File: src/rtl/pipe_pkg.sv
// Shared pipeline definitions: buffer occupancy encoding and the ID_EX payload layout,
// so decode and execute agree on where the control field sits.
package pipe_pkg;

  typedef enum logic [1:0] {
    ST_EMPTY = 2'd0,
    ST_ONE   = 2'd1,
    ST_FULL  = 2'd2
  } occ_state_e;

  // ID_EX payload layout; the control field occupies the low bits
  localparam int ID_EX_W        = 32;
  localparam int ID_EX_CTRL_LSB = 0;
  localparam int ID_EX_CTRL_W   = 8;
  localparam int ID_EX_RD_LSB   = ID_EX_CTRL_LSB + ID_EX_CTRL_W;
  localparam int ID_EX_RD_W     = 5;
  localparam int ID_EX_IMM_LSB  = ID_EX_RD_LSB + ID_EX_RD_W;
  localparam int ID_EX_IMM_W    = ID_EX_W - ID_EX_IMM_LSB;

  function automatic logic [1:0] occ_of(occ_state_e s);
    return 2'(s);
  endfunction

endpackage

File: src/rtl/pipe_entry.sv
// One pipeline storage entry: valid flag plus payload register.
// Invalidating an entry zeroes its control field so an empty slot always reads as a NOP.
module pipe_entry #(
  parameter int WIDTH  = 32,
  parameter int CTRL_W = 8
) (
  input  logic             CLK,
  input  logic             RST,
  input  logic             flush_i,
  input  logic             load_i,
  input  logic             clr_i,
  input  logic [WIDTH-1:0] data_i,
  output logic             valid_o,
  output logic [WIDTH-1:0] data_o
);

  logic             valid_q;
  logic [WIDTH-1:0] data_q;

  always_ff @(posedge CLK or negedge RST) begin
    if (!RST) begin
      valid_q <= 1'b0;
      data_q  <= '0;
    end else if (flush_i) begin
      valid_q              <= 1'b0;
      data_q[CTRL_W-1:0]   <= '0;
    end else if (load_i) begin
      valid_q <= 1'b1;
      data_q  <= data_i;
    end else if (clr_i) begin
      valid_q              <= 1'b0;
      data_q[CTRL_W-1:0]   <= '0;
    end
  end

  assign valid_o = valid_q;
  assign data_o  = data_q;

endmodule

File: src/rtl/pipe_stage_buf.sv
// ID/EX pipeline stage buffer: valid/ready handshake on both sides, optional skid entry
// so s_ready is registered, and FLUSH that kills held entries and clears their control bits.
module pipe_stage_buf
  import pipe_pkg::*;
#(
  parameter int WIDTH  = ID_EX_W,
  parameter int CTRL_W = ID_EX_CTRL_W,
  parameter int SKID   = 1
) (
  input  logic             CLK,
  input  logic             RST,
  input  logic             FLUSH,
  input  logic             s_valid,
  output logic             s_ready,
  input  logic [WIDTH-1:0] s_data,
  output logic             m_valid,
  input  logic             m_ready,
  output logic [WIDTH-1:0] m_data,
  output logic [1:0]       occ
);

  occ_state_e       state_q, state_d;
  logic             s_fire, m_fire;
  logic             main_load, main_clr, skid_load, skid_clr;
  logic [WIDTH-1:0] main_din;
  logic             main_valid, skid_valid;
  logic [WIDTH-1:0] main_data, skid_data;

  assign s_fire = s_valid & s_ready & ~FLUSH;
  assign m_fire = main_valid & m_ready;

  always_ff @(posedge CLK or negedge RST) begin
    if (!RST) state_q <= ST_EMPTY;
    else      state_q <= state_d;
  end

  always_comb begin
    state_d   = state_q;
    main_load = 1'b0;
    main_clr  = 1'b0;
    skid_load = 1'b0;
    skid_clr  = 1'b0;
    main_din  = s_data;
    case (state_q)
      ST_EMPTY: begin
        if (s_fire) begin
          main_load = 1'b1;
          state_d   = ST_ONE;
        end
      end
      ST_ONE: begin
        if (s_fire && m_fire) begin
          main_load = 1'b1;
        end else if (m_fire) begin
          main_clr = 1'b1;
          state_d  = ST_EMPTY;
        end else if (s_fire && (SKID != 0)) begin
          skid_load = 1'b1;
          state_d   = ST_FULL;
        end
      end
      ST_FULL: begin
        // s_ready is low here, so only a drain can move the skid entry forward
        if (m_fire) begin
          main_load = 1'b1;
          main_din  = skid_data;
          skid_clr  = 1'b1;
          state_d   = ST_ONE;
        end
      end
      default: state_d = ST_EMPTY;
    endcase
    if (FLUSH) state_d = ST_EMPTY;
  end

  pipe_entry #(.WIDTH(WIDTH), .CTRL_W(CTRL_W)) u_main (
    .CLK     (CLK),
    .RST     (RST),
    .flush_i (FLUSH),
    .load_i  (main_load),
    .clr_i   (main_clr),
    .data_i  (main_din),
    .valid_o (main_valid),
    .data_o  (main_data)
  );

  if (SKID != 0) begin : g_skid
    pipe_entry #(.WIDTH(WIDTH), .CTRL_W(CTRL_W)) u_skid (
      .CLK     (CLK),
      .RST     (RST),
      .flush_i (FLUSH),
      .load_i  (skid_load),
      .clr_i   (skid_clr),
      .data_i  (s_data),
      .valid_o (skid_valid),
      .data_o  (skid_data)
    );
    assign s_ready = ~skid_valid;
  end else begin : g_noskid
    logic unused_skid;
    assign unused_skid = skid_load ^ skid_clr;
    assign skid_valid  = 1'b0;
    assign skid_data   = '0;
    assign s_ready     = ~main_valid | m_ready;
  end

  assign m_valid = main_valid;
  assign m_data  = main_data;
  assign occ     = occ_of(state_q);

endmodule

File: config.mk
export PLATFORM = sky130hd
export DESIGN_NAME = pipe_stage_buf
export DESIGN_NICKNAME = d
export VERILOG_FILES = /design/src/rtl/pipe_pkg.sv /design/src/rtl/pipe_entry.sv /design/src/rtl/pipe_stage_buf.sv
export SDC_FILE = /design/constraint.sdc
export NUM_CORES = 1
export LEC_CHECK = 0
export CAP_MARGIN = 30
export CELL_PAD_IN_SITES_DETAIL_PLACEMENT = 1
export CELL_PAD_IN_SITES_GLOBAL_PLACEMENT = 1
export CORE_MARGIN = 2
export CORE_UTILIZATION = 38
export DETAILED_ROUTE_END_ITERATION = 8
export MAX_ROUTING_LAYER = met4
export PLACE_DENSITY = 0.74
export SETUP_SLACK_MARGIN = 0.02
export SYNTH_ARGS = -nofsm -noshare
export SYNTH_HDL_FRONTEND = slang
export SYNTH_HIERARCHICAL = 1
export SYNTH_SLANG_ARGS = --single-unit
File: constraint.sdc
create_clock -name CLK -period 2.1 [get_ports CLK]
set_clock_uncertainty 0.2 [all_clocks]
set_input_delay 0.42 -clock CLK [delete_from_list [all_inputs] [get_ports CLK]]
set_output_delay 0.42 -clock CLK [all_outputs]
set_load 0.005 [all_outputs]
== After elaboration in Yosys (flattened, before gate mapping) ==
Index checks and enable logic that the tools add are counted.
W data, S select, Z words.

* Flip-flop bits (word level): 68
* Output and inout bits: 36
* Input port bits: 37

* Bitwise gates (word level): 5
* Mux-type cells: 31
* Reduce and logical (&&, ||, !) cells: 7
* Equality and inequality tests: 6

{| class="wikitable"
|+ Operators with widths
! kind !! count
|-
| $mux W32 || 2
|-
| $mux W8 || 6
|-
| $mux W1 || 15
|-
| $mux W2 || 6
|-
| $ne A3 B3 Y1 const B || 3
|-
| $pmux W2 S3 || 1
|-
| $reduce_bool A3 Y1 || 2
|-
| $ne A4 B4 Y1 const B || 1
|-
| $reduce_and A2 Y1 || 2
|-
| $reduce_and A4 Y1 || 1
|-
| $and A1 B1 Y1 || 3
|-
| $pmux W1 S3 || 1
|-
| $eq A2 B1 Y1 const B || 1
|-
| $eq A2 B2 Y1 const B || 1
|-
| $logic_not A2 Y1 || 1
|-
| $not A1 Y1 || 2
|-
| $logic_and A1 B1 Y1 || 1
|}

== Depth between registers and ports, before layout ==
* Depth in word-level cells: 9
* Mapped depth: 10

== By module ==
The synthesis kept the hierarchy.

{| class="wikitable"
|+ Modules (own cells, without submodules)
! module !! area each (um^2) !! sequential area each (um^2) !! instances !! cells each
|-
| pipe_entry || 1413.9 || 825.8 || 2 || 92
|-
| pipe_stage_buf || 683.2 || 50.0 || 1 || 54
|}

== Least setup slack after synthesis ==
No wires, ideal clock.

* Kind: register to register
* Start: register g_skid.u_skid.valid_q, in the netlist g_skid.u_skid/valid_o
* End: register g_skid.u_skid.data_q[10], in the netlist g_skid.u_skid/data_o[10]
* Setup time: 0.125 ns
* Arrival: 2.012 ns
* Path slack: -0.237 ns
* Required time: 1.775 ns
* Buffers on the path: 3
* Stages on the path, launching flop included: 9
* Clock period less this slack: 2.337 ns
* Cell sequence: dfrtp_1 > nand2b_1 > or3b_1 > nor3b_1 > buf_6 > nor2b_4 > buf_6 > buf_12 > mux2_4

* Word-level cells in the longest chain between the ends: 8
* Elaborated cells between the ends (all ways): 9
* Classes of those cells: mux: 4; bitwise: 3; reduce/logical: 2

{| class="wikitable"
|+ Ends and longest elaborated chain
! item !! RTL line !! RTL
|-
| start: declaration || pipe_entry.sv:17 || <nowiki>logic valid_q;</nowiki>
|-
| start signal: assignment || pipe_entry.sv:22 || <nowiki>valid_q <= 1'b0;</nowiki>
|-
| start signal: assignment || pipe_entry.sv:25 || <nowiki>valid_q <= 1'b0;</nowiki>
|-
| start signal: assignment || pipe_entry.sv:28 || <nowiki>valid_q <= 1'b1;</nowiki>
|-
| $not A1 Y1 * || pipe_stage_buf.sv:98 || <nowiki>assign s_ready = ~skid_valid;</nowiki>
|-
| $and A1 B1 Y1 * (2 in a row) || pipe_stage_buf.sv:29 || <nowiki>assign s_fire = s_valid & s_ready & ~FLUSH;</nowiki>
|-
| $mux W1 || pipe_stage_buf.sv:57 || <nowiki>end else if (s_fire && (SKID != 0)) begin</nowiki>
|-
| $mux W1 || pipe_stage_buf.sv:54 || <nowiki>end else if (m_fire) begin</nowiki>
|-
| $mux W1 * || pipe_stage_buf.sv:52 || <nowiki>if (s_fire && m_fire) begin</nowiki>
|-
| $mux W1 * || pipe_stage_buf.sv:44 || <nowiki>case (state_q)</nowiki>
|-
| via skid_load || pipe_stage_buf.sv:24 || <nowiki>logic main_load, main_clr, skid_load, skid_clr;</nowiki>
|-
| $reduce_and A2 Y1 (no line) * || -- ||
|-
| end signal: assignment || pipe_entry.sv:29 || <nowiki>data_q <= data_i;</nowiki>
|-
| end: declaration || pipe_entry.sv:18 || <nowiki>logic [WIDTH-1:0] data_q;</nowiki>
|}

The timed path passes the listed nets; every way through them passes the cells marked *.
A chain may end at the register's enable or synchronous reset.

== Worst setup path in the final report ==
* Start: register g_skid.u_skid.valid_q, in the netlist g_skid.u_skid/valid_o
* End: register g_skid.u_skid.data_q[23], in the netlist g_skid.u_skid/data_o[23]

The elaborated chain is that of the path after synthesis.

==> qor.tcl <==
set qor(final_cell_area_mm2) 0.004892
set qor(grt_max_degree) 69
set qor(drtIter0Drc) 20
set qor(ys_ff_latch) 68
set qor(final-setup-viol-count) 49
set qor(worst_hold_path.num_cells) 2
set qor(finalWirelength_um) 8142
set qor(final_min_period_over_clock_period) 1.109
set qor(critPathMaxFanout) 5
set qor(cap_viol_max_count) 0
set qor(required_time_of_the_worst_setup_path_ns) 2.12
set qor(grt_first_pass_wirelength_um) 13550
set qor(core.rowCount) 35
set qor(netlist.top_cell.by_area) {sky130_fd_sc_hd__dfrtp_1}
set qor(r2r_setup_slack_ns) -0.23
set qor(wl_per_cell_um) 17.89
set qor(timing.final.crit_period_ns) 2.328
set qor(report.final.slew_viol_count) 0
set qor(synth-seq-area-share) 0.4847
set qor(crit_path_max_incr_delay_ns) 0.41
set qor(max-slew-margin-rel) 0.7540
set qor(synth_largest_type_area_fraction) 0.4847
set qor(design.portCount) 73
set qor(clk_latency_ns) 0.34
set qor(fp.dieW_um) 100.1
set qor(cp_cell_sequence) {nand2b_4, or3b_4, nor3b_4, nor2b_4, buf_12, buf_12, buf_16, mux2_4}
set qor(endpoint_kind) {register}
set qor(cpLargestDelayFamily) {simple AND/OR/NAND/NOR gates}
set qor(max_freq_ghz) 0.4295
set qor(rsz0062_at_grt) {yes}
set qor(synthesis.yosys.warnings) 6
set qor(route.detailed.vias_per_inst) 4.947
set qor(finalHoldViolCount) 0
set qor(min-delay-path-class) {in2reg}
set qor(clock_transition_at_path_regs_ns) 0.08
set qor(drt.antenna.violating_nets) 0
set qor(yosys.cell_types.count) 25
set qor(starting_density) 0.3854
set qor(placement.cell_area_mm2) 0.004398
set qor(synthCells) 238
set qor(htree_num_levels) 3
set qor(final_cell_count_no_fill) 455
set qor(regToRegEndpoint) {g_skid.u_skid/data_o[23]$_DFFE_PN0P_}
set qor(drt_first_pass_iters) 4
set qor(placer_congestion) 0.7463
set qor(worstHoldEndpoint) {occ[1]$_DFFE_PN0P_}
set qor(startpoint_type) {register}
set qor(dp.cells) 425
set qor(post-route-drc-count) 0
set qor(global_route.usage.total) 0.1822
set qor(max_slew.worst_pin.slew_ns) 0.3690
set qor(grt.overflow.total) 0
set qor(max-clock-path-buffers) 2
set qor(final.setup.worst_slack_ns) -0.2281
set qor(ys_top_cells_by_area) {sky130_fd_sc_hd__dfrtp_1 48%, sky130_fd_sc_hd__mux2_4 28%, sky130_fd_sc_hd__mux2_2 4.8%, sky130_fd_sc_hd__o32ai_1 3.5%, sky130_fd_sc_hd__buf_12 3.4%}
set qor(synth_area_mm2) 0.003511
set qor(core_area_mm2) 0.009109
set qor(pre_cts_ws_ns) -0.6359
set qor(num_vias) 2251
set qor(timing.setup.tns_ns) -8.921
set qor(slowest_stage) {sky130_fd_sc_hd__dfrtp_1}
set qor(dieArea_mm2) 0.01002
set qor(dpl.hpwl_um) 5279
set qor(outcome) {finished with violations}
set qor(antenna_cells) 0
set qor(hold_ws_ns) 0.2428
set qor(leakage_nw) 2.209
set qor(vdd.ir_drop.worst_v) 0.0004558
set qor(die_height_um) 100.1
set qor(setup.worst_path.class) {reg2reg}
set qor(power.density_mw_per_mm2) 875.4
set qor(synth_area_per_cell_um2) 14.75
set qor(worstPathArrival_ns) 2.35
set qor(reg2regPathDepth) 8
set qor(grt_pass1_vias) 2508
set qor(place.port_buffers) 72
set qor(tritoncts_clock_tree) {yes}
set qor(fraction_of_layout_instances_using_a_drive_strength_above_1) 0.4157
set qor(critical_path.reg2reg.startpoint) {g_skid.u_skid/valid_o$_DFFE_PN0P_}
set qor(clock_buffer_count_from_cts) 9
set qor(synth_fp_nets) 275
set qor(fin_nets) 376
set qor(clkSinkCount) 68
set qor(grt_antenna_before_repair) 0
set qor(timing.critical_path.mode_cell) {sky130_fd_sc_hd__buf_12}
set qor(cp.buffers_inverters) 3
set qor(worstHoldStart) {m_ready}
set qor(failed_checks) {negative setup slack}
set qor(area_growth_syn_to_layout_pct) 39.34
set qor(ctsRootBufferMaster) {sky130_fd_sc_hd__clkbuf_8}
flip-flops by register name, summed over array words and instances, names as in the netlist:
name,flops
g_skid.u_skid/data_o,32
u_main/data_o,32
occ,2
g_skid.u_skid/valid_o,1
u_main/valid_o,1
Yosys cell counts (all sizes together):
master	number
a211o	2
a21oi	2
a221oi	1
a31oi	1
buf	16
clkbuf	2
dfrtp	68
inv	18
mux2	80
nand2	15
nand2b	6
nand4b	1
nor2	1
nor2b	2
nor3b	1
nor4b	1
o21ai	1
o2bb2ai	2
o32ai	14
or2	3
or3b	1
placed cells by master, fill, tap and decap left out, types with 3 or more instances in the layout:
master | synthesis | final
sky130_fd_sc_hd__bufinv_16 | 0 | 3
sky130_fd_sc_hd__inv_1 | 18 | 18
sky130_fd_sc_hd__buf_4 | 0 | 18
sky130_fd_sc_hd__mux2_4 | 65 | 70
sky130_fd_sc_hd__mux2_2 | 15 | 10
sky130_fd_sc_hd__dlygate4sd2_1 | 0 | 3
sky130_fd_sc_hd__buf_6 | 7 | 5
sky130_fd_sc_hd__dfrtp_1 | 68 | 68
sky130_fd_sc_hd__nand2_1 | 15 | 14
sky130_fd_sc_hd__clkbuf_8 | 0 | 11
sky130_fd_sc_hd__nand2b_1 | 6 | 4
sky130_fd_sc_hd__o32ai_1 | 14 | 14
sky130_fd_sc_hd__clkdlybuf4s50_1 | 0 | 68
sky130_fd_sc_hd__buf_12 | 6 | 8
kinds of logic after synthesis:
logic type,share of synthesized area
simple gates,0.05061
compound gates,0.05346
buf+inv,0.08518
mux,0.3261
flops,0.4847
stage by stage:
stage                       util  power, W
after floorplan                -  0.002344
after global placement    0.4828  0.002837
after detailed placement  0.4828  0.002890
after CTS                 0.5430  0.004337
after global routing      0.5371  0.004497
final                     0.5371  0.004283
timing repair:
action	in CTS	in global routing
setup buffers	14	3
resized for setup	22	6
setup endpoints to repair	59	58
hold buffers	1	0
cloned	4	0
hold endpoints to repair	68	0
pin swaps	5	5
worst max-delay path by stage:
stage                                 startpoint                                   end  slack [ns]  cells past startpoint
2_1_floorplan                 occ[0]$_DFFE_PN0P_         u_main/data_o[10]$_DFFE_PN0P_       -0.17                     10
4_1_cts        g_skid.u_skid/valid_o$_DFFE_PN0P_  g_skid.u_skid/data_o[23]$_DFFE_PN0P_       -0.24                      8
6_report       g_skid.u_skid/valid_o$_DFFE_PN0P_  g_skid.u_skid/data_o[23]$_DFFE_PN0P_       -0.23                      8
5_1_grt        g_skid.u_skid/valid_o$_DFFE_PN0P_         u_main/data_o[24]$_DFFE_PN0P_       -0.32                      9
3_3_place_gp                             s_valid  g_skid.u_skid/data_o[13]$_DFFE_PN0P_       -0.59                      7
3_5_place_dp                             s_valid  g_skid.u_skid/data_o[19]$_DFFE_PN0P_       -0.64                      7
per-layer routing:
layer | global-route usage | vias to the layer above | wire [µm] | part of all wire
met1 | 0.2347 | 1161 | 3644 | 0.45
met5 | - | - | 0 | 0
li1 | - | 1034 | - | -
met4 | 0.06639 | 0 | 121 | 0.015
met2 | 0.2917 | 46 | 4162 | 0.51
met3 | 0.02925 | 10 | 214 | 0.026
power by group:
part	internal, W	switching (W)
sequential	0.00162	0.000192
clock	0.000853	0.000504
combinational	0.000808	0.000304
worst reg2reg max path, stage by stage, from the launching register on:
cell and delay, ns:
sky130_fd_sc_hd__dfrtp_1 0.41, sky130_fd_sc_hd__nand2b_4 0.15, sky130_fd_sc_hd__or3b_4 0.39, sky130_fd_sc_hd__nor3b_4 0.20
sky130_fd_sc_hd__nor2b_4 0.21, sky130_fd_sc_hd__buf_12 0.12, sky130_fd_sc_hd__buf_12 0.11, sky130_fd_sc_hd__buf_16 0.12
sky130_fd_sc_hd__mux2_4 0.29
area by class of cell:
class	instances	area, µm²
fillers	927	4217
flip-flops and latches	68	1702
multi-input cells	134	1575
repair buffers	108	1159
clock buffers	12	155.1
well taps	111	138.9
clock inverters	4	95.09
inverters	18	67.56
No activity file was read; power rests on OpenSTA's default activity.
